--- config.mk ---
export PLATFORM = sky130hd
export DESIGN_NAME = tx_serializer
export DESIGN_NICKNAME = d
export VERILOG_FILES = /design/src/rtl/tx_serializer.sv
export SDC_FILE = /design/constraint.sdc
export NUM_CORES = 1
export LEC_CHECK = 0
export ABC_CLOCK_PERIOD_IN_PS = 2100
export CAP_MARGIN = 5
export CORE_MARGIN = 2
export CORE_UTILIZATION = 52
export DETAILED_ROUTE_END_ITERATION = 8
export PLACE_DENSITY_LB_ADDON = 0.15
export SLEW_MARGIN = 20
export SYNTH_ARGS = -nofsm -noshare
export SYNTH_HDL_FRONTEND = slang
export SYNTH_SLANG_ARGS = --single-unit
--- constraint.sdc ---
create_clock -name clock -period 2.1 [get_ports clock]
set_input_delay 0.21 -clock clock [delete_from_list [all_inputs] [get_ports clock]]
set_output_delay 0.21 -clock clock [all_outputs]
set_load 0.01 [all_outputs]
--- src/rtl/tx_serializer.sv ---
// Parallel-to-serial framer: one-word hold register feeding a start strobe,
// an LSB-first data burst and a mandatory idle gap before the next strobe.
module tx_serializer #(
   parameter int unsigned DATA_WIDTH      = 8,
   parameter int unsigned GAP_CYCLES      = 2,
   parameter logic [15:0] FRAME_COUNT_RST = 16'h0000
) (
   input  logic                  clock,
   input  logic                  reset,
   input  logic [DATA_WIDTH-1:0] in_data,
   input  logic                  in_valid,
   output logic                  in_ready,
   output logic                  tx_valid,
   output logic                  tx_data,
   output logic                  busy,
   output logic [15:0]           frame_count
);

   localparam int unsigned BIT_W = (DATA_WIDTH > 1) ? $clog2(DATA_WIDTH) : 1;
   localparam int unsigned GAP_W = (GAP_CYCLES > 1) ? $clog2(GAP_CYCLES) : 1;
   localparam logic [BIT_W-1:0] BIT_LAST = BIT_W'(DATA_WIDTH - 1);
   localparam logic [GAP_W-1:0] GAP_LAST = GAP_W'(GAP_CYCLES - 1);

   typedef enum logic [1:0] {
      S_IDLE  = 2'd0,
      S_START = 2'd1,
      S_SHIFT = 2'd2,
      S_GAP   = 2'd3
   } state_t;

   state_t                  r_state;
   logic [DATA_WIDTH-1:0]   r_hold_data;
   logic                    r_hold_full;
   logic [DATA_WIDTH-1:0]   r_shift;
   logic [BIT_W-1:0]        r_bit_cnt;
   logic [GAP_W-1:0]        r_gap_cnt;
   logic                    r_tx_valid;
   logic                    r_tx_data;
   logic                    r_busy;
   logic [15:0]             r_frame_count;
   logic                    w_accept;

   // in_ready is held low during reset so nothing is accepted into a clearing register
   assign in_ready    = reset & ~r_hold_full;
   assign w_accept    = in_valid & in_ready;
   assign tx_valid    = r_tx_valid;
   assign tx_data     = r_tx_data;
   assign busy        = r_busy;
   assign frame_count = r_frame_count;

   // Framing FSM; outputs are loaded together with the state they belong to
   always_ff @(posedge clock or negedge reset) begin
      if (!reset) begin
         r_state       <= S_IDLE;
         r_hold_data   <= '0;
         r_hold_full   <= 1'b0;
         r_shift       <= '0;
         r_bit_cnt     <= '0;
         r_gap_cnt     <= '0;
         r_tx_valid    <= 1'b0;
         r_tx_data     <= 1'b0;
         r_busy        <= 1'b0;
         r_frame_count <= FRAME_COUNT_RST;
      end else begin
         if (w_accept) begin
            r_hold_data <= in_data;
            r_hold_full <= 1'b1;
         end
         case (r_state)
            S_IDLE: begin
               if (r_hold_full) begin
                  r_state    <= S_START;
                  r_tx_valid <= 1'b1;
                  r_busy     <= 1'b1;
               end
            end
            S_START: begin
               r_shift     <= r_hold_data;
               r_hold_full <= 1'b0;
               r_bit_cnt   <= '0;
               r_tx_valid  <= 1'b0;
               r_tx_data   <= r_hold_data[0];
               r_state     <= S_SHIFT;
            end
            S_SHIFT: begin
               r_shift <= {1'b0, r_shift[DATA_WIDTH-1:1]};
               if (r_bit_cnt == BIT_LAST) begin
                  r_frame_count <= r_frame_count + 16'd1;
                  r_gap_cnt     <= '0;
                  r_tx_data     <= 1'b0;
                  r_state       <= S_GAP;
               end else begin
                  r_bit_cnt <= r_bit_cnt + BIT_W'(1);
                  r_tx_data <= r_shift[1];
               end
            end
            S_GAP: begin
               if (r_gap_cnt == GAP_LAST) begin
                  if (r_hold_full) begin
                     r_state    <= S_START;
                     r_tx_valid <= 1'b1;
                  end else begin
                     r_state <= S_IDLE;
                     r_busy  <= 1'b0;
                  end
               end else begin
                  r_gap_cnt <= r_gap_cnt + GAP_W'(1);
               end
            end
            default: begin
               r_state    <= S_IDLE;
               r_tx_valid <= 1'b0;
               r_tx_data  <= 1'b0;
               r_busy     <= 1'b0;
            end
         endcase
      end
   end

endmodule

==> metrics.md, run 1 <==
| Metric | Value |
|---|---|
| Relative slew slack | `66.43%` |
| Final min period | `1.823 ns` |
| CP required | `2.28 ns` |
| Crit share post-route | `86.79%` |
| Detailed-route via count | `1320` |
| Largest stage delay on the critical path | `0.37 ns` |
| RR Startpoint | `r_bit_cnt[1]$_DFFE_PN0P_` |
| CP Cell Sequence | `ha_1 -> ha_1 -> nand4_4 -> nor4_4 -> nand3_1 -> xnor2_1` |
| Gpl congestion | `0.8300` |
| Total CTS buffers | `5` |
| Gr ovfl total | `0` |
| Yosys top cell by area | `dfrtp_1` |
| Syn_area_per_cell | `11.59 sq um` |
| Crit start category | `register` |
| CP max FO | `9` |
| Hold Vio Cnt, Final | `0` |
| DRT antenna net count | `0` |
| Hold WC Path Type | `in2async` |
| DRC viols | `0` |
| RSZ-0062 raised after global routing | `false` |
| Final setup violation count | `0` |
| Drt wl/cell | `14.33 microns` |
| Power Total | `2.959 mW` |
| Commonest non-fill, non-tap cells in the layout | `dfrtp_1 (41), clkdlybuf4s50_1 (29), nor2_1 (13)` |
| Yosys cell types | `30` |
| Final Util | `66.00%` |
| Die ar. | `4180 sq um` |
| IO Pins | `31` |
| Net Count, Synth | `184` |
| CP Class | `reg2reg` |
| IO Port Bufs | `30` |
| # rows | `22` |
| Crit Reg-Reg Endpoint | `frame_count[15]$_DFFE_PN0P_` |
| Starting DRT DRC Count | `90` |
| Top post-synthesis cells by area | `dfrtp_1 (54%), mux2_2 (5.9%), xnor2_1 (5.5%)` |
| Slew @ Worst Pin | `0.5036 ns` |
| Post-CTS resize count | `0` |
| Dominant register cell in the synthesized netlist | `dfrtp_1` |
| Diode count | `0` |
| Share of cells above drive strength 1 | `12.44%` |
| Fillers | `265` |
| Clk root buf | `clkbuf_8` |
| Synth Cell Area | `1913 sq um` |
| Final slew viol count | `0` |
| # H-tree levels | `2` |
| #FFs+latches synth | `41` |
| CORE AREA | `3606 sq um` |
| Clock Latency Late Sink | `0.29 ns` |
| Reg-to-reg slack, setup | `0.28 ns` |
| Post-DP HPWL | `2611 microns` |
| Post-CTS Setup Inserts | `0` |
| Routed wire length | `3568 microns` |
| Initial core utilization | `53.05%` |
| Die width | `64.66 microns` |
| Worst-path clk slew | `0.07 ns` |
| Yosys warning total | `0` |
| CP Capture Type | `register` |
| Die Span Y | `64.66 microns` |
| Leak | `1.051 nW` |
| Fmax | `0.5487 GHz` |
| First-pass GRT wire length | `6341 microns` |
| Post-Syn Instances | `165` |
| Clock buffer depth | `2` |
| Maximum VDD drop | `0.7809 mV` |
| Sum of negative setup slack | `0 ns` |
| Tot GR Track Use | `20.23%` |
| Area growth syn-to-layout | `24.39%` |
| Critical path buffers and inverters | `0` |
| Post-synth EDFFs | `0` |
| CP dominant cell by count | `ha_1` |
| CP delay by family, top | `simple AND/OR/NAND/NOR gates` |
| Outcome | `complete, no violations` |
| Arr. time, crit path | `2.00 ns` |
| CP max-delay cell | `dfrtp_1` |
| FF-to-FF path depth | `6` |
| Critical path depth | `6` |
| DR vias/cell | `5.301` |
| Pwr Density | `1243 nW/um^2` |
| CTS Hold Bufs | `0` |
| Layout Nets | `219` |
| Largest net degree at the start of global routing | `42` |
| Initial antenna violation count | `0` |
| Leading cell type in the layout, fill and taps excluded | `dfrtp_1` |
| Vias in the first global route | `1344` |
| TritonCTS clock tree | `yes` |
| Ys async rst share | `100.0%` |
| Top-area cell type share of the netlist area | `53.63%` |
| DRT Pass-1 Iters | `4` |
| Sequential area share after synthesis | `53.63%` |
| Post-route clock skew | `0.004724 ns` |
| Clock sinks | `41` |
| Total of max-cap violations | `0` |
## cell usage after synthesis, types with 2 or more instances
| cell type | count |
|---|---|
| dfrtp_1 | 41 |
| nor2_1 | 13 |
| a21oi_1 | 12 |
| xnor2_1 | 12 |
| mux2_2 | 10 |
| ha_1 | 8 |
| inv_1 | 8 |
| mux2i_1 | 8 |
| nand2_1 | 8 |
| nand3_1 | 7 |
| nor2b_1 | 5 |
| o22ai_1 | 4 |
| a22oi_1 | 3 |
| nand4_1 | 3 |
| o21ai_0 | 3 |
| xor2_1 | 3 |
| and3_1 | 2 |
| buf_4 | 2 |
| clkbuf_1 | 2 |
## worst max path at each step
stage / startpoint / endpoint / slack [ns]
2_1_floorplan: r_bit_cnt[0]$_DFFE_PN0P_ / r_state[1]$_DFFE_PN0P_ / 0.51
3_3_place_gp: r_bit_cnt[1]$_DFFE_PN0P_ / frame_count[15]$_DFFE_PN0P_ / 0.37
3_5_place_dp: r_bit_cnt[1]$_DFFE_PN0P_ / frame_count[15]$_DFFE_PN0P_ / 0.27
4_1_cts: r_bit_cnt[1]$_DFFE_PN0P_ / frame_count[15]$_DFFE_PN0P_ / 0.26
5_1_grt: r_bit_cnt[1]$_DFFE_PN0P_ / frame_count[15]$_DFFE_PN0P_ / 0.10
6_report: r_bit_cnt[1]$_DFFE_PN0P_ / frame_count[15]$_DFFE_PN0P_ / 0.28
## per-stage QoR
step | instances | instance area [sq um] | hold WS, ns | setup WS [ns]
after CTS | 249 | 2380 | 0.03271 | 0.2613
after global routing | 249 | 2380 | 0.04951 | 0.1041
after global placement | 241 | 2263 | 0.3496 | 0.3699
after floorplan | 165 | 1913 | -0.08559 | 0.5084
final | 249 | 2380 | 0.02665 | 0.2774
after detailed placement | 241 | 2263 | 0.3473 | 0.2689
## layout make-up
cell class	count	area [sq um]	area share [%]
well taps	48	60.06	2.524
multi-input cells	111	829.5	34.86
clock inverters	1	30.03	1.262
repair buffers	33	317.8	13.35
inverters	8	30.03	1.262
clock buffers	7	86.33	3.628
flip-flops and latches	41	1026	43.11
## sequential cells by signal, indices dropped and copies added (netlist names)
register,count
frame_count,16
r_state,2
r_hold_full,1
busy,1
tx_data,1
r_hold_data,8
r_bit_cnt,3
r_shift,7
r_gap_cnt,1
tx_valid,1
## power by group
group / switching [mW] / internal [mW]
combinational: 0.572 / 0.537
clock: 0.257 / 0.387
sequential: 0.170 / 1.04
## worst register-to-register path, stage by stage (launching register included)
cell	delay (ns)
dfrtp_1	0.37
ha_1	0.15
ha_1	0.37
nand4_4	0.17
nor4_4	0.35
nand3_1	0.14
xnor2_1	0.15
## layer usage
metal  GRT usage (%)  part of all wire (%)  up-vias
met3           5.208                   3.5        6
met4           6.383                   1.3        0
met5               0                     0        -
li1                -                     -      642
met1           25.37                    43      645
met2           34.38                    52       27
## cell families after synthesis
kind of cell             synth area share (%)
AND/OR/NAND/NOR                         13.47
multiplexers                            10.07
flip-flops                              53.63
XOR/XNOR                                6.867
adder cells (fa/ha/maj)                 5.232
AO/OA/AOI/OAI                           7.717
buffers and inverters                   3.008
(Power assumes the default switching activity.)
==> run 2, diff against run 1 <==
--- a/config.mk
+++ b/config.mk
@@ -11,6 +11,7 @@
 export CORE_UTILIZATION = 52
 export DETAILED_ROUTE_END_ITERATION = 8
 export PLACE_DENSITY_LB_ADDON = 0.15
+export REMOVE_ABC_BUFFERS = 1
 export SLEW_MARGIN = 20
 export SYNTH_ARGS = -nofsm -noshare
 export SYNTH_HDL_FRONTEND = slang
==> run 2 against run 1 <==
Highest routed layer unchanged. Via count did not move. Combinational power barely moved. Clock-buffer cell count fell by 2. Utilization fell by 0.62 points. First-iteration DRC count fell by 36%. Largest cell class unchanged. Die area did not move. Clock skew barely moved. Sequential cell count did not move. Sequential share of layout area rose by 0.41 points. Register-to-register slack barely moved. Clock power fell by 22%. Critical path depth did not move.
==> metrics.md, run 2 (synthesis results as in run 1) <==
| Metric | Value |
|---|---|
| DRC viols | `0 (unchanged)` |
| Fmax | `0.5523 GHz (+0.66%)` |
| Commonest non-fill, non-tap cells in the layout | `dfrtp_1 (41), clkdlybuf4s50_1 (29), nor2_1 (13)` |
| Pre-CTS setup slack | `0.3207 ns (+0.05176 ns)` |
| Max reg flops | `16 (unchanged)` |
| Critical path buffers and inverters | `0 (unchanged)` |
| Detailed-route via count | `1320 (unchanged)` |
| Clock buffer depth | `2 (unchanged)` |
| Multi-input gate area | `829.5 sq um (unchanged)` |
| CP Capture Type | `register` |
| Met1 Use GR | `23.91% (-1.5 points)` |
| RSZ-0062 raised after global routing | `false` |
| Final slew viol count | `0 (unchanged)` |
| Met3 usage | `3.646% (-1.6 points)` |
| Die Span Y | `64.66 microns (unchanged)` |
| Clock Latency Late Sink | `0.30 ns (about the same)` |
| Reg-to-reg slack, setup | `0.29 ns (about the same)` |
| Largest net degree at the start of global routing | `42 (unchanged)` |
| Worst-path clk slew | `0.08 ns (about the same)` |
| FF+latch area | `1026 sq um (unchanged)` |
| Crit start category | `register` |
| Clock sinks | `41 (unchanged)` |
| Non-Filler Instances | `250 (+0.40%)` |
| Slew @ Worst Pin | `0.4977 ns (-0.005819 ns)` |
| Final Util | `65.37% (-0.62 points)` |
| Hold Vio Cnt, Final | `0 (unchanged)` |
| Initial antenna violation count | `0 (unchanged)` |
| Pwr Density | `1203 nW/um^2 (-3.2%)` |
| Gr ovfl total | `0 (unchanged)` |
| DR vias/cell | `5.280 (-0.40%)` |
| Die ar. | `4180 sq um (unchanged)` |
| PnR worst setup slack | `0.2894 ns (+0.01203 ns)` |
| TritonCTS clock tree | `yes` |
| CP delay by family, top | `adder cells` |
| Post-CTS resize count | `0 (unchanged)` |
| Crit share post-route | `86.22% (-0.57 points)` |
| CP dominant cell by count | `ha_1` |
| Clk root buf | `clkbuf_8` |
| Post-CTS Setup Inserts | `0 (unchanged)` |
| Area growth syn-to-layout | `23.22%` |
| CORE AREA | `3606 sq um (unchanged)` |
| IO Pins | `31 (unchanged)` |
| DRT antenna net count | `0 (unchanged)` |
| Fillers | `290 (+9.4%)` |
| Routed wire length | `3422 microns (-4.1%)` |
| Met2 usage | `33.07% (-1.3 points)` |
| # H-tree levels | `2 (unchanged)` |
| Sum of negative setup slack | `0 ns (unchanged)` |
| Drt wl/cell | `13.69 microns (-4.5%)` |
| RR Startpoint | `r_bit_cnt[1]$_DFFE_PN0P_` |
| Post-route clock skew | `0.005074 ns (+0.0003505 ns)` |
| GRT busiest layer | `met2` |
| Hold WC Path Type | `in2async` |
| Vias in the first global route | `1379 (+2.6%)` |
| Outcome | `complete, no violations` |
| FF-to-FF path depth | `6 (unchanged)` |
| Largest stage delay on the critical path | `0.37 ns (about the same)` |
| IO Port Bufs | `30 (unchanged)` |
| Cells after DPL | `242 (+0.41%)` |
| Relative slew slack | `66.82% (+0.39 points)` |
| CTS Hold Bufs | `0 (unchanged)` |
| Starting DRT DRC Count | `58 (-36%)` |
| First-pass GRT wire length | `6141 microns (-3.2%)` |
| Leading cell type in the layout, fill and taps excluded | `dfrtp_1` |
| Layout Nets | `220 (+0.46%)` |
| Total of max-cap violations | `0 (unchanged)` |
| Tot GR Track Use | `19.28% (-0.95 points)` |
| DRT Pass-1 Iters | `4 (unchanged)` |
| Final min period | `1.811 ns (-0.01203 ns)` |
| Diode count | `0 (unchanged)` |
| Post-DP Area | `2271 sq um (+0.33%)` |
| Worst hold margin | `0.01161 ns (-0.01503 ns)` |
| Total CTS buffers | `5 (unchanged)` |
| Leak | `1.041 nW (-0.93%)` |
| CP Cell Sequence | `ha_1 -> ha_1 -> nor2b_1 -> a211o_1 -> or3_1 -> o21ai_0` |
| Power Total | `2.836 mW (-4.1%)` |
| CP Class | `reg2reg` |
| Post-DP HPWL | `2491 microns (-4.6%)` |
| Die width | `64.66 microns (unchanged)` |
| CP required | `2.32 ns (+0.04 ns)` |
| Arr. time, crit path | `2.03 ns (+0.03 ns)` |
| Final setup violation count | `0 (unchanged)` |
| Share of cells above drive strength 1 | `13.37% (+0.93 points)` |
| Crit Reg-Reg Endpoint | `r_state[0]$_DFFE_PN0P_` |
| Initial core utilization | `53.05% (unchanged)` |
| # rows | `22 (unchanged)` |
| CP max-delay cell | `dfrtp_1` |
| Maximum VDD drop | `0.7869 mV (+0.76%)` |
| Design Area, Final | `2357 sq um (-0.95%)` |
| CP max FO | `9 (unchanged)` |
| Gpl congestion | `0.7750 (-6.6%)` |
## run 2: changes by cell type in the layout (fill, tap and decap cells not counted)
cell,previous run,this run
buf_4,3,4
bufinv_16,1,0
clkbuf_1,1,0
clkbuf_8,6,5
clkinv_2,0,2
clkinvlp_4,0,1
## run 2: cell type report
class,count,area share [%]
clock inverter,3,0.7431
sequential,41,43.52
tap,48,2.548
inverter,8,1.274
multi-input combinational,111,35.19
clock buffer,5,2.919
timing repair buffer,34,13.80
## run 2: worst max-delay path by stage
stage	from	to	slack, ns	cells past startpoint
2_1_floorplan	r_state[0]$_DFFE_PN0P_	frame_count[15]$_DFFE_PN0P_	0.26	6
3_3_place_gp	r_bit_cnt[1]$_DFFE_PN0P_	frame_count[15]$_DFFE_PN0P_	0.37	6
3_5_place_dp	r_bit_cnt[1]$_DFFE_PN0P_	frame_count[13]$_DFFE_PN0P_	0.32	6
4_1_cts	r_bit_cnt[1]$_DFFE_PN0P_	r_state[0]$_DFFE_PN0P_	0.30	6
5_1_grt	r_bit_cnt[1]$_DFFE_PN0P_	r_state[0]$_DFFE_PN0P_	0.14	6
6_report	r_bit_cnt[1]$_DFFE_PN0P_	r_state[0]$_DFFE_PN0P_	0.29	6
## run 2: power breakdown
group / total, mW / internal (mW) / switching (mW) / leakage [nW]
logic: 1.13 / 0.560 / 0.570 / 0.486
clock network: 0.504 / 0.229 / 0.275 / 0.0439
registers: 1.20 / 1.04 / 0.167 / 0.511
total: 2.84 / 1.82 / 1.01 / 1.04
## run 2: metal layers
metal | part of all wire, % | vias to the layer above
li1 | - | 642
met1 | 43 | 644
met2 | 51 | 26
met3 | 3.7 | 8
met4 | 2.0 | 0
met5 | 0 | -
==> run 3, diff against run 2 <==
--- a/config.mk
+++ b/config.mk
@@ -7,7 +7,6 @@
 export LEC_CHECK = 0
 export ABC_CLOCK_PERIOD_IN_PS = 2100
 export CAP_MARGIN = 5
-export CORE_MARGIN = 2
 export CORE_UTILIZATION = 52
 export DETAILED_ROUTE_END_ITERATION = 8
 export PLACE_DENSITY_LB_ADDON = 0.15
==> run 3 against run 2 <==
Routed wire length shrank 1.2%. Clock-buffer cell count is 2 higher. Via count increased by 1.3%. Worst setup slack got worse by 0.062 ns. Final cell count down 0.80%. Critical path type unchanged. Clock power increased by 27%. Sequential cell count did not move. Power grew 4.1%. Clock skew decreased by 0.0014 ns. Non-clock buffer count stayed put.
==> metrics.md, run 3 (synthesis results as in run 1) <==
| Metric | Value |
|---|---|
| Pwr Density | `1237 nW/um^2 (+2.8%)` |
| DRT Pass-1 Iters | `4 (unchanged)` |
| Detailed-route via count | `1337 (+1.3%)` |
| Final setup violation count | `0 (unchanged)` |
| TritonCTS clock tree | `yes` |
| Critical path buffers and inverters | `0 (unchanged)` |
| Final min period | `1.872 ns (+0.06178 ns)` |
| IO Port Bufs | `30 (unchanged)` |
| Post-CTS Setup Inserts | `0 (unchanged)` |
| Sw frac | `33.58% (-2.1 points)` |
| DR vias/cell | `5.391 (+2.1%)` |
| CP required | `2.27 ns (-0.05 ns)` |
| Diode count | `0 (unchanged)` |
| Largest stage delay on the critical path | `0.38 ns (about the same)` |
| Routed wire length | `3380 microns (-1.2%)` |
| Leading cell type in the layout, fill and taps excluded | `dfrtp_1` |
| Commonest non-fill, non-tap cells in the layout | `dfrtp_1 (41), clkdlybuf4s50_1 (29), nor2_1 (13)` |
| Die ar. | `3926 sq um (-6.1%)` |
| Final Util | `69.36% (+4.0 points)` |
| CP Cell Sequence | `ha_1 -> ha_1 -> nand4_4 -> nor4_4 -> nand3_1 -> xnor2_1` |
| Die Span Y | `62.66 microns (-3.1%)` |
| Gr ovfl total | `0 (unchanged)` |
| Hold WC Path Type | `reg2reg` |
| Worst hold margin | `0.5061 ns (+0.4945 ns)` |
| Flop pwr share | `41.1% (-1.3 points)` |
| CORE AREA | `3442 sq um (-4.5%)` |
| Initial core utilization | `55.58% (+2.5 points)` |
| Initial antenna violation count | `0 (unchanged)` |
| CP max-delay cell | `dfrtp_1` |
| Area growth syn-to-layout | `24.79%` |
| Arr. time, crit path | `2.05 ns (+0.02 ns)` |
| IO Pins | `31 (unchanged)` |
| Combinational share of power | `37.2% (-2.6 points)` |
| CP dominant cell by count | `ha_1` |
| Clock Latency Late Sink | `0.29 ns (about the same)` |
| Max reg flops | `16 (unchanged)` |
| Largest net degree at the start of global routing | `42 (unchanged)` |
| Total CTS buffers | `5 (unchanged)` |
| CTS Hold Bufs | `1 (+1)` |
| Leak | `1.055 nW (+1.3%)` |
| Die width | `62.66 microns (-3.1%)` |
| Fmax | `0.5341 GHz (-3.3%)` |
| Crit share post-route | `89.16% (+2.9 points)` |
| # H-tree levels | `2 (unchanged)` |
| CP Capture Type | `register` |
| Tot GR Track Use | `19.41% (+0.13 points)` |
| Layout Nets | `220 (unchanged)` |
| Maximum VDD drop | `0.6684 mV (-15%)` |
| Share of cells above drive strength 1 | `12.38% (-0.99 points)` |
| CP delay by family, top | `simple AND/OR/NAND/NOR gates` |
| Post-route clock skew | `0.003651 ns (-0.001423 ns)` |
| Clock sinks | `41 (unchanged)` |
| CP max FO | `9 (unchanged)` |
| Total of max-cap violations | `0 (unchanged)` |
| Power Total | `2.952 mW (+4.1%)` |
| Vias in the first global route | `1342 (-2.7%)` |
| Sum of negative setup slack | `0 ns (unchanged)` |
| # rows | `21 (-4.5%)` |
| Relative slew slack | `67.07% (+0.25 points)` |
| DRT antenna net count | `0 (unchanged)` |
| RSZ-0062 raised after global routing | `false` |
| Fillers | `255 (-12%)` |
| Final slew viol count | `0 (unchanged)` |
| Starting DRT DRC Count | `53 (-8.6%)` |
| Outcome | `complete, no violations` |
| Clock group share of total power | `21.7% (+3.9 points)` |
| Internal power | `1.961 mW (+7.5%)` |
| Post-CTS resize count | `0 (unchanged)` |
| Clock buffer depth | `2 (unchanged)` |
| Drt wl/cell | `13.63 microns (-0.43%)` |
| First-pass GRT wire length | `5816 microns (-5.3%)` |
| Post-DP HPWL | `2409 microns (-3.3%)` |
| Slew @ Worst Pin | `0.4940 ns (-0.003767 ns)` |
| CP Class | `reg2reg` |
| Clk root buf | `clkbuf_8` |
| Gpl congestion | `0.7583 (-2.2%)` |
| Hold Vio Cnt, Final | `0 (unchanged)` |
| Crit start category | `register` |
| DRC viols | `0 (unchanged)` |
| Net load switching power | `991.3 uW (-2.0%)` |
| Worst-path clk slew | `0.07 ns (about the same)` |
-- run 3: changes by cell type in the layout (fill, tap and decap cells not counted) --
cell / previous run / this run
clkbuf_1: 0 / 1
bufinv_16: 0 / 1
clkinv_2: 2 / 0
dlygate4sd3_1: 0 / 1
buf_4: 4 / 3
clkbuf_8: 5 / 6
clkinvlp_4: 1 / 0
-- run 3: worst paths after layout --
kind	from	endpoint	slack, ns	cells after the start
hold / removal	r_hold_data[5]$_DFFE_PN0P_	r_hold_data[5]$_DFFE_PN0P_	0.51	1
setup / recovery	r_bit_cnt[1]$_DFFE_PN0P_	frame_count[15]$_DFFE_PN0P_	0.23	6
hold reg to reg	r_hold_data[5]$_DFFE_PN0P_	r_hold_data[5]$_DFFE_PN0P_	0.51	1
setup reg to reg	r_bit_cnt[1]$_DFFE_PN0P_	frame_count[15]$_DFFE_PN0P_	0.23	6
max in group asynchronous	reset	frame_count[1]$_DFFE_PN0P_	1.24	3
min in group asynchronous	reset	frame_count[9]$_DFFE_PN0P_	0.52	3
-- run 3: power by group through the flow --
stage	sequential [mW]	clock (mW)	combinational, mW
6_report	1.21	0.641	1.10
5_1_grt	1.24	0.691	1.23
4_1_cts	1.21	0.657	1.11
3_5_place_dp	1.22	0	1.10
3_3_place_gp	1.20	0	1.06
2_1_floorplan	1.19	0	0.778
-- run 3: metal layers --
layer  GRT usage, %  wire length (microns)  share of wire, %  up-vias
li1               -                      -                 -      649
met1          24.39                   1552                46      646
met2          31.39                   1624                48       33
met3          5.292                    132               3.9        9
met4          8.430                     70               2.1        0
met5              0                      0                 0        -
-- run 3: metrics by stage --
step	instance area [sq um]	setup WS, ns	cells
2_1_floorplan	1886	0.2616	160
3_3_place_gp	2261	0.3541	239
3_5_place_dp	2261	0.2725	239
4_1_cts	2387	0.2206	248
5_1_grt	2387	0.1210	248
6_report	2387	0.2277	248
-- run 3: cell type report --
| cell class | instances | area (sq um) | area share [%] |
|---|---|---|---|
| Clock buffer | 7 | 86.33 | 3.616 |
| Timing Repair Buffer | 34 | 327.8 | 13.73 |
| Tap cell | 46 | 57.56 | 2.411 |
| Multi-Input combinational cell | 111 | 829.5 | 34.75 |
| Inverter | 8 | 30.03 | 1.258 |
| Sequential cell | 41 | 1026 | 42.98 |
| Clock inverter | 1 | 30.03 | 1.258 |
